--- src/rtl/puf_pkg.sv ---
// puf_pkg: shared types and defaults for the RO PUF sequencer.
//   puf_state_t : sequencer FSM states
//   DEF_*       : default parameter values
//   clog2       : ceil(log2(v)), used for select/index/timer widths
package puf_pkg;

  typedef enum logic [2:0] {
    S_IDLE    = 3'd0,
    S_SETTLE  = 3'd1,
    S_MEASURE = 3'd2,
    S_COMPARE = 3'd3,
    S_DONE    = 3'd4
  } puf_state_t;

  localparam int DEF_NUM_RO        = 16;
  localparam int DEF_N_BITS        = 8;
  localparam int DEF_SETTLE_CYCLES = 4;
  localparam int DEF_WINDOW_CYCLES = 1024;
  localparam int DEF_CNT_W         = 16;

  function automatic int clog2(input int v);
    int r;
    r = 0;
    while ((1 << r) < v) r++;
    return r;
  endfunction

endpackage

--- src/rtl/puf_edge_counter.sv ---
// puf_edge_counter: saturating edge counter.
//   clk, rst_n : clock, async active-low reset
//   clr        : synchronous clear (wins over en)
//   en         : count one edge this cycle
//   cnt        : current count, sticks at all-ones
module puf_edge_counter #(
  parameter int CNT_W = 16
) (
  input  logic             clk,
  input  logic             rst_n,
  input  logic             clr,
  input  logic             en,
  output logic [CNT_W-1:0] cnt
);

  always_ff @(posedge clk or negedge rst_n) begin
    if (!rst_n)                cnt <= '0;
    else if (clr)              cnt <= '0;
    else if (en && cnt != '1)  cnt <= cnt + 1'b1;
  end

endmodule

--- src/rtl/ro_puf_ctrl.sv ---
// ro_puf_ctrl: sequences N_BITS pairwise RO comparisons per challenge.
//   clk, rst_n          : clock, async active-low reset
//   ena                 : enable; low aborts a run back to IDLE
//   start, challenge    : run request (sampled in IDLE) and 8-bit challenge
//   ro_a_edge/ro_b_edge : synchronized edge pulses from the selected ROs
//   ro_sel_a/ro_sel_b   : RO bank mux selects
//   ro_en               : RO enable, high in MEASURE only
//   busy, done          : not-idle flag, one-cycle completion pulse
//   response, tie       : last completed response word and tie flag
module ro_puf_ctrl
  import puf_pkg::*;
#(
  parameter int NUM_RO        = DEF_NUM_RO,
  parameter int N_BITS        = DEF_N_BITS,
  parameter int SETTLE_CYCLES = DEF_SETTLE_CYCLES,
  parameter int WINDOW_CYCLES = DEF_WINDOW_CYCLES,
  parameter int CNT_W         = DEF_CNT_W,
  localparam int SEL_W        = clog2(NUM_RO)
) (
  input  logic              clk,
  input  logic              rst_n,
  input  logic              ena,
  input  logic              start,
  input  logic [7:0]        challenge,
  input  logic              ro_a_edge,
  input  logic              ro_b_edge,
  output logic [SEL_W-1:0]  ro_sel_a,
  output logic [SEL_W-1:0]  ro_sel_b,
  output logic              ro_en,
  output logic              busy,
  output logic              done,
  output logic [N_BITS-1:0] response,
  output logic              tie
);

  localparam int IDX_W = (N_BITS > 1) ? clog2(N_BITS) : 1;
  localparam int TMAX  = (SETTLE_CYCLES > WINDOW_CYCLES) ? SETTLE_CYCLES : WINDOW_CYCLES;
  localparam int TMR_W = clog2(TMAX + 1);

  puf_state_t         state_q, state_d;
  logic [TMR_W-1:0]   tmr_q;
  logic [IDX_W-1:0]   idx_q;
  logic [7:0]         ch_q;
  logic [N_BITS-1:0]  shadow_q, shadow_nxt;
  logic               tie_sh_q, tie_nxt;
  logic [CNT_W-1:0]   cnt_a, cnt_b;
  logic               a_gt, a_eq;

  // next-selection inputs: in IDLE the pair for bit 0 comes straight from
  // the challenge pins, otherwise the pair for the following bit
  logic [7:0]         nsel_ch;
  logic [IDX_W-1:0]   nsel_idx;
  logic [7:0]         sum_a, sum_b;
  logic [SEL_W-1:0]   nsel_a, nsel_b;
  logic               start_run, next_bit, load_sel, finish;

  // ---------------- FSM ----------------
  always_ff @(posedge clk or negedge rst_n) begin
    if (!rst_n) state_q <= S_IDLE;
    else        state_q <= state_d;
  end

  always_comb begin
    state_d = state_q;
    case (state_q)
      S_IDLE:    if (start && ena) state_d = S_SETTLE;
      S_SETTLE:  if (tmr_q == TMR_W'(SETTLE_CYCLES - 1)) state_d = S_MEASURE;
      S_MEASURE: if (tmr_q == TMR_W'(WINDOW_CYCLES - 1)) state_d = S_COMPARE;
      S_COMPARE: state_d = (idx_q == IDX_W'(N_BITS - 1)) ? S_DONE : S_SETTLE;
      S_DONE:    state_d = S_IDLE;
      default:   state_d = S_IDLE;
    endcase
    // abort takes priority over every transition out of a busy state
    if (!ena && state_q != S_IDLE) state_d = S_IDLE;
  end

  assign start_run = (state_q == S_IDLE)    && (state_d == S_SETTLE);
  assign next_bit  = (state_q == S_COMPARE) && (state_d == S_SETTLE);
  assign finish    = (state_q == S_COMPARE) && (state_d == S_DONE);
  assign load_sel  = start_run || next_bit;

  // phase timer restarts on every state change
  always_ff @(posedge clk or negedge rst_n) begin
    if (!rst_n)                                         tmr_q <= '0;
    else if (state_d != state_q || state_q == S_IDLE)  tmr_q <= '0;
    else                                                tmr_q <= tmr_q + 1'b1;
  end

  // ---------------- pair selection ----------------
  always_comb begin
    nsel_ch  = start_run ? challenge : ch_q;
    nsel_idx = start_run ? '0 : idx_q + 1'b1;
    sum_a    = 8'(nsel_ch[3:0]) + 8'(nsel_idx);
    sum_b    = 8'(nsel_ch[7:4]) + 8'(nsel_idx);
    nsel_a   = sum_a[SEL_W-1:0];
    nsel_b   = sum_b[SEL_W-1:0];
    // never compare an oscillator with itself
    if (nsel_a == nsel_b) nsel_b = nsel_a ^ SEL_W'(1);
  end

  always_ff @(posedge clk or negedge rst_n) begin
    if (!rst_n) begin
      ro_sel_a <= '0;
      ro_sel_b <= '0;
    end else if (load_sel) begin
      ro_sel_a <= nsel_a;
      ro_sel_b <= nsel_b;
    end
  end

  // ---------------- counters ----------------
  puf_edge_counter #(.CNT_W(CNT_W)) u_cnt_a (
    .clk   (clk),
    .rst_n (rst_n),
    .clr   (state_q == S_SETTLE),
    .en    (state_q == S_MEASURE && ro_a_edge),
    .cnt   (cnt_a)
  );

  puf_edge_counter #(.CNT_W(CNT_W)) u_cnt_b (
    .clk   (clk),
    .rst_n (rst_n),
    .clr   (state_q == S_SETTLE),
    .en    (state_q == S_MEASURE && ro_b_edge),
    .cnt   (cnt_b)
  );

  // ---------------- compare / response ----------------
  assign a_gt    = cnt_a > cnt_b;
  assign a_eq    = cnt_a == cnt_b;
  assign tie_nxt = tie_sh_q | a_eq;

  always_comb begin
    shadow_nxt = shadow_q;
    for (int k = 0; k < N_BITS; k++)
      if (IDX_W'(k) == idx_q) shadow_nxt[k] = a_gt;
  end

  always_ff @(posedge clk or negedge rst_n) begin
    if (!rst_n) begin
      ch_q     <= '0;
      idx_q    <= '0;
      shadow_q <= '0;
      tie_sh_q <= 1'b0;
    end else if (start_run) begin
      ch_q     <= challenge;
      idx_q    <= '0;
      shadow_q <= '0;
      tie_sh_q <= 1'b0;
    end else if (next_bit || finish) begin
      shadow_q <= shadow_nxt;
      tie_sh_q <= tie_nxt;
      if (next_bit) idx_q <= idx_q + 1'b1;
    end
  end

  // response is published on the edge into DONE so it is already valid
  // in the cycle done is high
  always_ff @(posedge clk or negedge rst_n) begin
    if (!rst_n) begin
      response <= '0;
      tie      <= 1'b0;
    end else if (finish) begin
      response <= shadow_nxt;
      tie      <= tie_nxt;
    end
  end

  // status outputs registered from the next state: glitch-free ro_en and
  // all three track the state register cycle for cycle
  always_ff @(posedge clk or negedge rst_n) begin
    if (!rst_n) begin
      ro_en <= 1'b0;
      busy  <= 1'b0;
      done  <= 1'b0;
    end else begin
      ro_en <= (state_d == S_MEASURE);
      busy  <= (state_d != S_IDLE);
      done  <= (state_d == S_DONE);
    end
  end

endmodule

--- config.mk ---
export PLATFORM = sky130hd
export DESIGN_NAME = ro_puf_ctrl
export DESIGN_NICKNAME = d
export VERILOG_FILES = /design/src/rtl/puf_pkg.sv /design/src/rtl/puf_edge_counter.sv /design/src/rtl/ro_puf_ctrl.sv
export SDC_FILE = /design/constraint.sdc
export NUM_CORES = 1
export LEC_CHECK = 0
export ABC_AREA = 1
export CORE_MARGIN = 2
export CORE_UTILIZATION = 45
export CTS_CLUSTER_DIAMETER = 40
export CTS_CLUSTER_SIZE = 16
export DETAILED_ROUTE_END_ITERATION = 6
export PLACE_DENSITY_LB_ADDON = 0.05
export SYNTH_ARGS = -nofsm -noshare
export SYNTH_HDL_FRONTEND = slang
export SYNTH_SLANG_ARGS = --single-unit
--- constraint.sdc ---
create_clock -name clk -period 3.25 [get_ports clk]
set_clock_uncertainty 0.2 [all_clocks]
set_input_delay 0.4875 -clock clk [delete_from_list [all_inputs] [get_ports clk]]
set_output_delay 0.4875 -clock clk [all_outputs]
set_load 0.05 [all_outputs]
==> metrics.yaml, run 1 <==
placement:
  placed_cells: 811
  numPortBuffers: 33
  dpl.hpwl_um: 8100
  gp_congestion: 0.8498
  place_ws_ns: 0.1150
clock_tree:
  cts_sinks: 86
  htree_levels: 3
  numCtsBuffers: 9
  clock_latency_ns: 0.38
  postCtsSetupBuffers: 0
  cts_tree: "yes"
  cts-root-buf: "clkbuf_8"
  cts.clk_slew.worst_paths_ns: 0.09
  clock_path_buffers: 2
setup_path:
  setup.worst_path.class: "in2reg"
  worstSetupEndpointType: "flip-flop"
  cp.required_ns: 3.33
  cp_data_arrival_time_ns: 2.82
  crit_top_cell: "nand2_1"
  slowest_delay_ns: 0.50
  crit_fanout: 17
  cp_cell_sequence: "clkdlybuf4s50_1 -> nand2_1 -> inv_1 -> nand3_4 -> inv_2 -> nand2_1 -> nand2_1 -> ha_1 -> nand2_1 -> inv_1 -> nand3_1 -> nand3_1 -> nand2_1 -> nand2_1 -> nand2_1 -> nand3_1 -> nand3_1 -> nand2_1"
  cp-start-kind: "input pin"
  cpMaxStageDelayCell: "clkdlybuf4s50_1"
sta:
  tightest_slew_ns: 0.5713
  fin_crit_sh_pct: 84.37
  hold_ws_ns: 0.2750
  setup_ws_ns: 0.5078
  hold_viol: 0
  finalMaxSlewViolations: 0
  period_minus_slack_ns: 2.742
  clock.fmax_mhz: 364.7
  tns_ns: 0
  maxSlewHeadroom_pct: 61.56
  finalSetupViolCount: 0
  rsz0062_at_grt: "no"
power_and_ir_drop:
  p_switching_mw: 1.580
  internal_power_mw: 2.223
  vdd_ir_drop_max_uv: 492.5
  leakagePower_nw: 2.776
  p_sw_share_pct: 41.54
  pwr-share-clk_pct: 22.4
  p_comb_share_pct: 43.6
  seqPwrFrac_pct: 34.0
  power_density_nw_per_um2: 660.0
final_layout:
  diodes: 0
  multi_input_area_sq_um: 2490
  nNetsFinal: 728
  drive_gt1_share_pct: 12.06
  final_cell_mix: "173 x nand2_1, 86 x dfrtp_1, 70 x inv_1"
  fin_util_pct: 52.92
  fin_cells: 828
  area.growth.synth_to_final_pct: 13.99
  regArea_sq_um: 2152
  nFillCells: 1063
  final_common_cell: "nand2_1"
global_route:
  use_met2_pct: 29.62
  grt_pass1_wl_um: 19320
  top_usage_layer: "met1"
  grt_pass1_vias: 4033
  overflow: 0
  grt_use_total_pct: 20.52
  grt_max_degree: 52
  antenna_found_initial: 0
  grt.met3_usage_pct: 3.586
  met1_usage_pct: 30.42
die:
  dieArea_sq_um: 12100
  die_w_um: 110.0
  core_sq_um: 10890
  start_util_pct: 46.43
  boundaryPins: 34
  die_h_um: 110.0
  rows: 38
logic_synthesis:
  ys_seq_elements: 86
  synth_cell_type_count: 43
  ys_seq_area_share_pct: 42.57
  postSynthCellCount: 643
  syn_area_sq_um: 5055
  syn_nets: 688
  yosysWarnings: 0
  syn-mean-instance-area_sq_um: 7.861
worst_hold_path:
  hold_class: "reg2reg"
run:
  max_cap_violations: 0
route:
  drtIter0Drc: 274
  drt-pass1-iter-count: 4
  routed_wl_um: 11180
  vias_per_cell: 5.034
  drc_errors: 0
  antenna_left: 0
  routed-via-count: 4168
  wl_per_cell_um: 13.50
status:
  status: "finished, final reports clean"
-- final cells by class --
class / instances / area share [%]
clock buffer: 13 / 2.584
inverter: 92 / 6.037
sequential: 86 / 37.35
multi-input combinational: 456 / 43.21
timing repair buffer: 38 / 6.602
clock inverter: 3 / 1.173
tap: 140 / 3.040
-- worst paths after layout --
kind / cells after the start / slack [ns] / from / to
max: 18 / 0.51 / ena / ro_sel_b[0]
min reg2reg: 2 / 0.27 / ro_sel_a[1] / ro_sel_a[1]
min in group asynchronous: 2 / 0.42 / rst_n / u_cnt_a.cnt[1]
min: 2 / 0.27 / ro_sel_a[1] / ro_sel_a[1]
max in group asynchronous: 3 / 1.79 / rst_n / ch_q[6]
max reg2reg: 16 / 0.60 / state_q[0] / ro_sel_b[0]
-- power by group through the flow --
stage	Combinational, mW	Clock [mW]	Sequential (mW)
final	1.66	0.854	1.29
after global placement	1.62	0	1.31
after CTS	1.66	0.878	1.29
after floorplan	1.07	0	1.49
after global routing	1.87	0.923	1.31
after detailed placement	1.65	0	1.32
-- per-stage QoR --
| step | power (mW) | cell area, sq um |
|---|---|---|
| after floorplan | 2.566 | 5055 |
| after global placement | 2.938 | 5535 |
| after detailed placement | 2.967 | 5535 |
| after CTS | 3.835 | 5762 |
| after global routing | 4.110 | 5762 |
| final | 3.803 | 5762 |
-- cell usage after synthesis, drive strengths merged --
master | n | area, sq um
o211ai | 1 | 12.51
buf | 5 | 50.04
o21ai | 34 | 188.9
o2111ai | 1 | 8.760
nor2 | 59 | 274.0
clkbuf | 4 | 15.01
inv | 89 | 336.6
a221oi | 2 | 17.52
a31oi | 2 | 12.51
nand2 | 182 | 710.7
nand4 | 9 | 56.30
a21boi | 1 | 7.510
xor2 | 7 | 61.31
dfrtp | 86 | 2152
o31a | 1 | 8.760
nor4b | 1 | 8.760
nor3b | 1 | 7.510
xnor2 | 4 | 35.03
clkinv | 3 | 11.26
ha | 31 | 387.9
o41ai | 1 | 8.760
nand3 | 57 | 332.8
nor4 | 2 | 12.51
nor3 | 15 | 90.09
or2 | 4 | 25.03
a211oi | 1 | 7.510
a21oi | 37 | 192.7
o21a | 3 | 22.52
-- layer usage --
metal  up-vias  wire length (um)
met5         -                 0
met1      1939              5895
met4         0               159
met3        12               310
met2        62              4814
li1       2155                 -
-- registers in the layout, summed over array words and instances (netlist names) --
register	count
ro_sel_b	4
shadow_q	8
idx_q	3
u_cnt_a.cnt	16
response	8
state_q	3
u_cnt_b.cnt	16
tie_sh_q	1
busy	1
ro_en	1
ch_q	8
done	1
tie	1
ro_sel_a	4
tmr_q	11
-- worst max-delay path, delay by kind of cell --
kind	cells	cell delay (ns)
adder cells (fa/ha/maj)	1	0.27
buffers and inverters	4	0.87
AND/OR/NAND/NOR	13	1.21
-- cell families (layout without fill, tap and decap cells) --
kind of cell               Yosys count  after routing  share of synthesized area, %
xor gates and xnor gates            11             11                         1.906
buffers and inverters              101            146                         8.168
AOI/OAI and AO/OA                   84             84                         9.654
adders and majority gates           31             31                         7.673
DFF                                 86             86                         42.57
and+or+nand+nor                    330            330                         30.03
-- repair_timing --
| action | CTS | global route |
|---|---|---|
| endpoints found under the setup margin | 0 | 0 |
| hold buffers | 1 | 0 |
| hold endpoints to repair | 35 | 0 |
| resized for setup | 0 | 0 |
Power figures use the tool's default switching activity.
==> run 2: changes to the inputs <==
- clock period: 3.25 -> 2.6 ns (I/O delays scaled with it)
==> run 2 against run 1 <==
Utilization up 4.8 points. Power rose by 47%. Sequential share of layout area fell by 3.1 points. Final area rose by 9.0%. Hold slack got worse by 0.0075 ns. Die area did not move. Sequential cell count stayed put. Cell count rose by 5.0%. Critical endpoint unchanged.
==> metrics.yaml, run 2 (same netlist as run 1, synthesis figures left out) <==
status:
  status: "finished, final reports clean"  # unchanged
route:
  drt-pass1-iter-count: 4  # unchanged
  drtIter0Drc: 279  # was 274
  vias_per_cell: 5.104  # was 5.034
  antenna_left: 0  # unchanged
  wl_per_cell_um: 13.80  # was 13.50 um
  routed-via-count: 4435  # was 4168
  routed_wl_um: 11990  # was 11180 um
  drc_errors: 0  # unchanged
sta:
  maxSlewHeadroom_pct: 51.69  # was 61.56%
  setup_ws_ns: 0.1137  # was 0.5078 ns
  period_minus_slack_ns: 2.486
  clock.fmax_mhz: 402.2
  hold_ws_ns: 0.2675  # was 0.2750 ns
  tns_ns: 0  # unchanged
  hold_viol: 0  # unchanged
  tightest_slew_ns: 0.7180  # was 0.5713 ns
  finalSetupViolCount: 0  # unchanged
  fin_crit_sh_pct: 95.63
  finalMaxSlewViolations: 0  # unchanged
clock_tree:
  numCtsBuffers: 9  # unchanged
  htree_levels: 3  # unchanged
  clock_latency_ns: 0.37  # was 0.38 ns
  cts.clk_slew.worst_paths_ns: 0.09  # about the same
  cts-root-buf: "clkbuf_8"  # unchanged
  clock_path_buffers: 2  # unchanged
  cts_tree: "yes"  # unchanged
  cts_sinks: 86  # unchanged
run:
  max_cap_violations: 0  # unchanged
final_layout:
  fin_util_pct: 57.70  # was 52.92%
  area.growth.synth_to_final_pct: 24.28  # was 13.99%
  reg_top3: "u_cnt_a.cnt x16, u_cnt_b.cnt x16, tmr_q x11"  # unchanged
  nNetsFinal: 770  # was 728
  final_cell_mix: "153 x nand2_1, 84 x dfrtp_1, 64 x inv_1"  # was 173 x nand2_1, 86 x dfrtp_1, 70 x inv_1
  drive_gt1_share_pct: 24.01  # was 12.06%
  final_common_cell: "nand2_1"  # unchanged
  diodes: 0  # unchanged
setup_path:
  worstSetupEndpointType: "flip-flop"  # unchanged
  cp.required_ns: 2.71  # was 3.33 ns
  crit_top_cell: "nand2_1"  # unchanged
  setup.worst_path.class: "reg2reg"  # was in2reg
  cpMaxStageDelayCell: "dfrtp_2"  # was clkdlybuf4s50_1
  slowest_delay_ns: 0.45  # was 0.50 ns
  crit_fanout: 7  # was 17
  cp_cell_sequence: "nor2_4 -> nand3_4 -> inv_4 -> nand2_2 -> nand2_4 -> ha_4 -> ha_2 -> xnor2_2 -> nand2_1 -> nor2_2 -> nand3_2 -> nand2_1 -> nand3_1 -> nand2_1"  # was clkdlybuf4s50_1 -> nand2_1 -> inv_1 -> nand3_4 -> inv_2 -> nand2_1 -> nand2_1 -> ha_1 -> nand2_1 -> inv_1 -> nand3_1 -> nand3_1 -> nand2_1 -> nand2_1 -> nand2_1 -> nand3_1 -> nand3_1 -> nand2_1
  cp-start-kind: "flip-flop"  # was input pin
  cp_data_arrival_time_ns: 2.60  # was 2.82 ns
global_route:
  grt_pass1_vias: 4221  # was 4033
  grt_use_total_pct: 21.10  # was 20.52%
  antenna_found_initial: 0  # unchanged
  grt_pass1_wl_um: 19840  # was 19320 um
  overflow: 0  # unchanged
  grt_max_degree: 87  # was 52
die:
  dieArea_sq_um: 12100  # unchanged
  core_sq_um: 10890  # unchanged
  boundaryPins: 34  # unchanged
  start_util_pct: 46.43  # unchanged
  rows: 38  # unchanged
  die_h_um: 110.0  # unchanged
  die_w_um: 110.0  # unchanged
power_and_ir_drop:
  leakagePower_nw: 2.990  # was 2.776 nW
  power_density_nw_per_um2: 892.8  # was 660.0 nW/um^2
  p_sw_share_pct: 41.87  # was 41.54%
  pwr-share-clk_pct: 15.8  # was 22.4%
  p_comb_share_pct: 55.3  # was 43.6%
  p_total_mw: 5.609  # was 3.803 mW
  seqPwrFrac_pct: 28.9  # was 34.0%
  vdd_ir_drop_max_uv: 890.6  # was 492.5 uV
  internal_power_mw: 3.260  # was 2.223 mW
  p_switching_mw: 2.348  # was 1.580 mW
placement:
  dpl.hpwl_um: 8479  # was 8100 um
  place_ws_ns: -0.3368  # was 0.1150 ns
  gp_congestion: 0.8764  # was 0.8498
  numPortBuffers: 33  # unchanged
worst_hold_path:
  hold_class: "reg2reg"  # unchanged
[run 2: what timing repair did]
item	4_1_cts	5_1_grt
buffers inserted	0	11
gates resized for setup	0	57
endpoints found under the hold margin	86	0
hold buffers	1	0
setup endpoints to repair	0	3
[run 2: worst paths after layout]
path	start	endpoint	slack (ns)	cells after the start
worst min register to register	tmr_q[0]	tmr_q[0]	0.27	1
worst max-delay path	state_q[2]	ro_sel_b[0]	0.11	14
worst max register to register	state_q[2]	ro_sel_b[0]	0.11	14
min in group asynchronous	rst_n	u_cnt_a.cnt[3]	0.41	3
worst min-delay path	tmr_q[0]	tmr_q[0]	0.27	1
max in group asynchronous	rst_n	state_q[0]	1.41	3
[run 2: cell type report]
class / count / area, sq um
multi-input cells: 457 / 2713
repair buffers: 79 / 713.2
flip-flops and latches: 86 / 2155
inverters: 92 / 352.8
well taps: 140 / 175.2
clock inverters: 4 / 22.52
fillers: 1019 / 4606
clock buffers: 11 / 151.4
[run 2: power by group through the flow]
stage | Sequential (mW) | Combinational (mW) | Clock [mW]
after floorplan | 1.87 | 1.34 | 0
after global placement | 1.63 | 2.45 | 0
after detailed placement | 1.64 | 2.51 | 0
after CTS | 1.61 | 2.52 | 0.922
after global routing | 1.65 | 3.43 | 0.972
final | 1.62 | 3.10 | 0.885
[run 2: critical path, delay by kind of cell (launching register included)]
family                     cells  cell delay [ns]
and+or+nand+nor               10             1.06
adders and majority gates      2             0.43
DFF                            1             0.45
buffers and inverters          1             0.14
xor gates and xnor gates       1             0.15
[run 2: layer usage]
metal / vias up / GRT usage (%) / routed length [um]
li1: 2241 / - / -
met1: 2078 / 30.39 / 5828
met2: 98 / 31.64 / 5409
met3: 18 / 4.233 / 589
met4: 0 / 7.143 / 164
met5: - / 0 / 0
[run 2: metrics by stage]
| stage | cells | instance area (sq um) |
|---|---|---|
| floorplan | 643 | 5055 |
| global placement | 841 | 5786 |
| detailed placement | 841 | 5786 |
| CTS | 857 | 5969 |
| global route | 869 | 6282 |
| finish | 869 | 6282 |
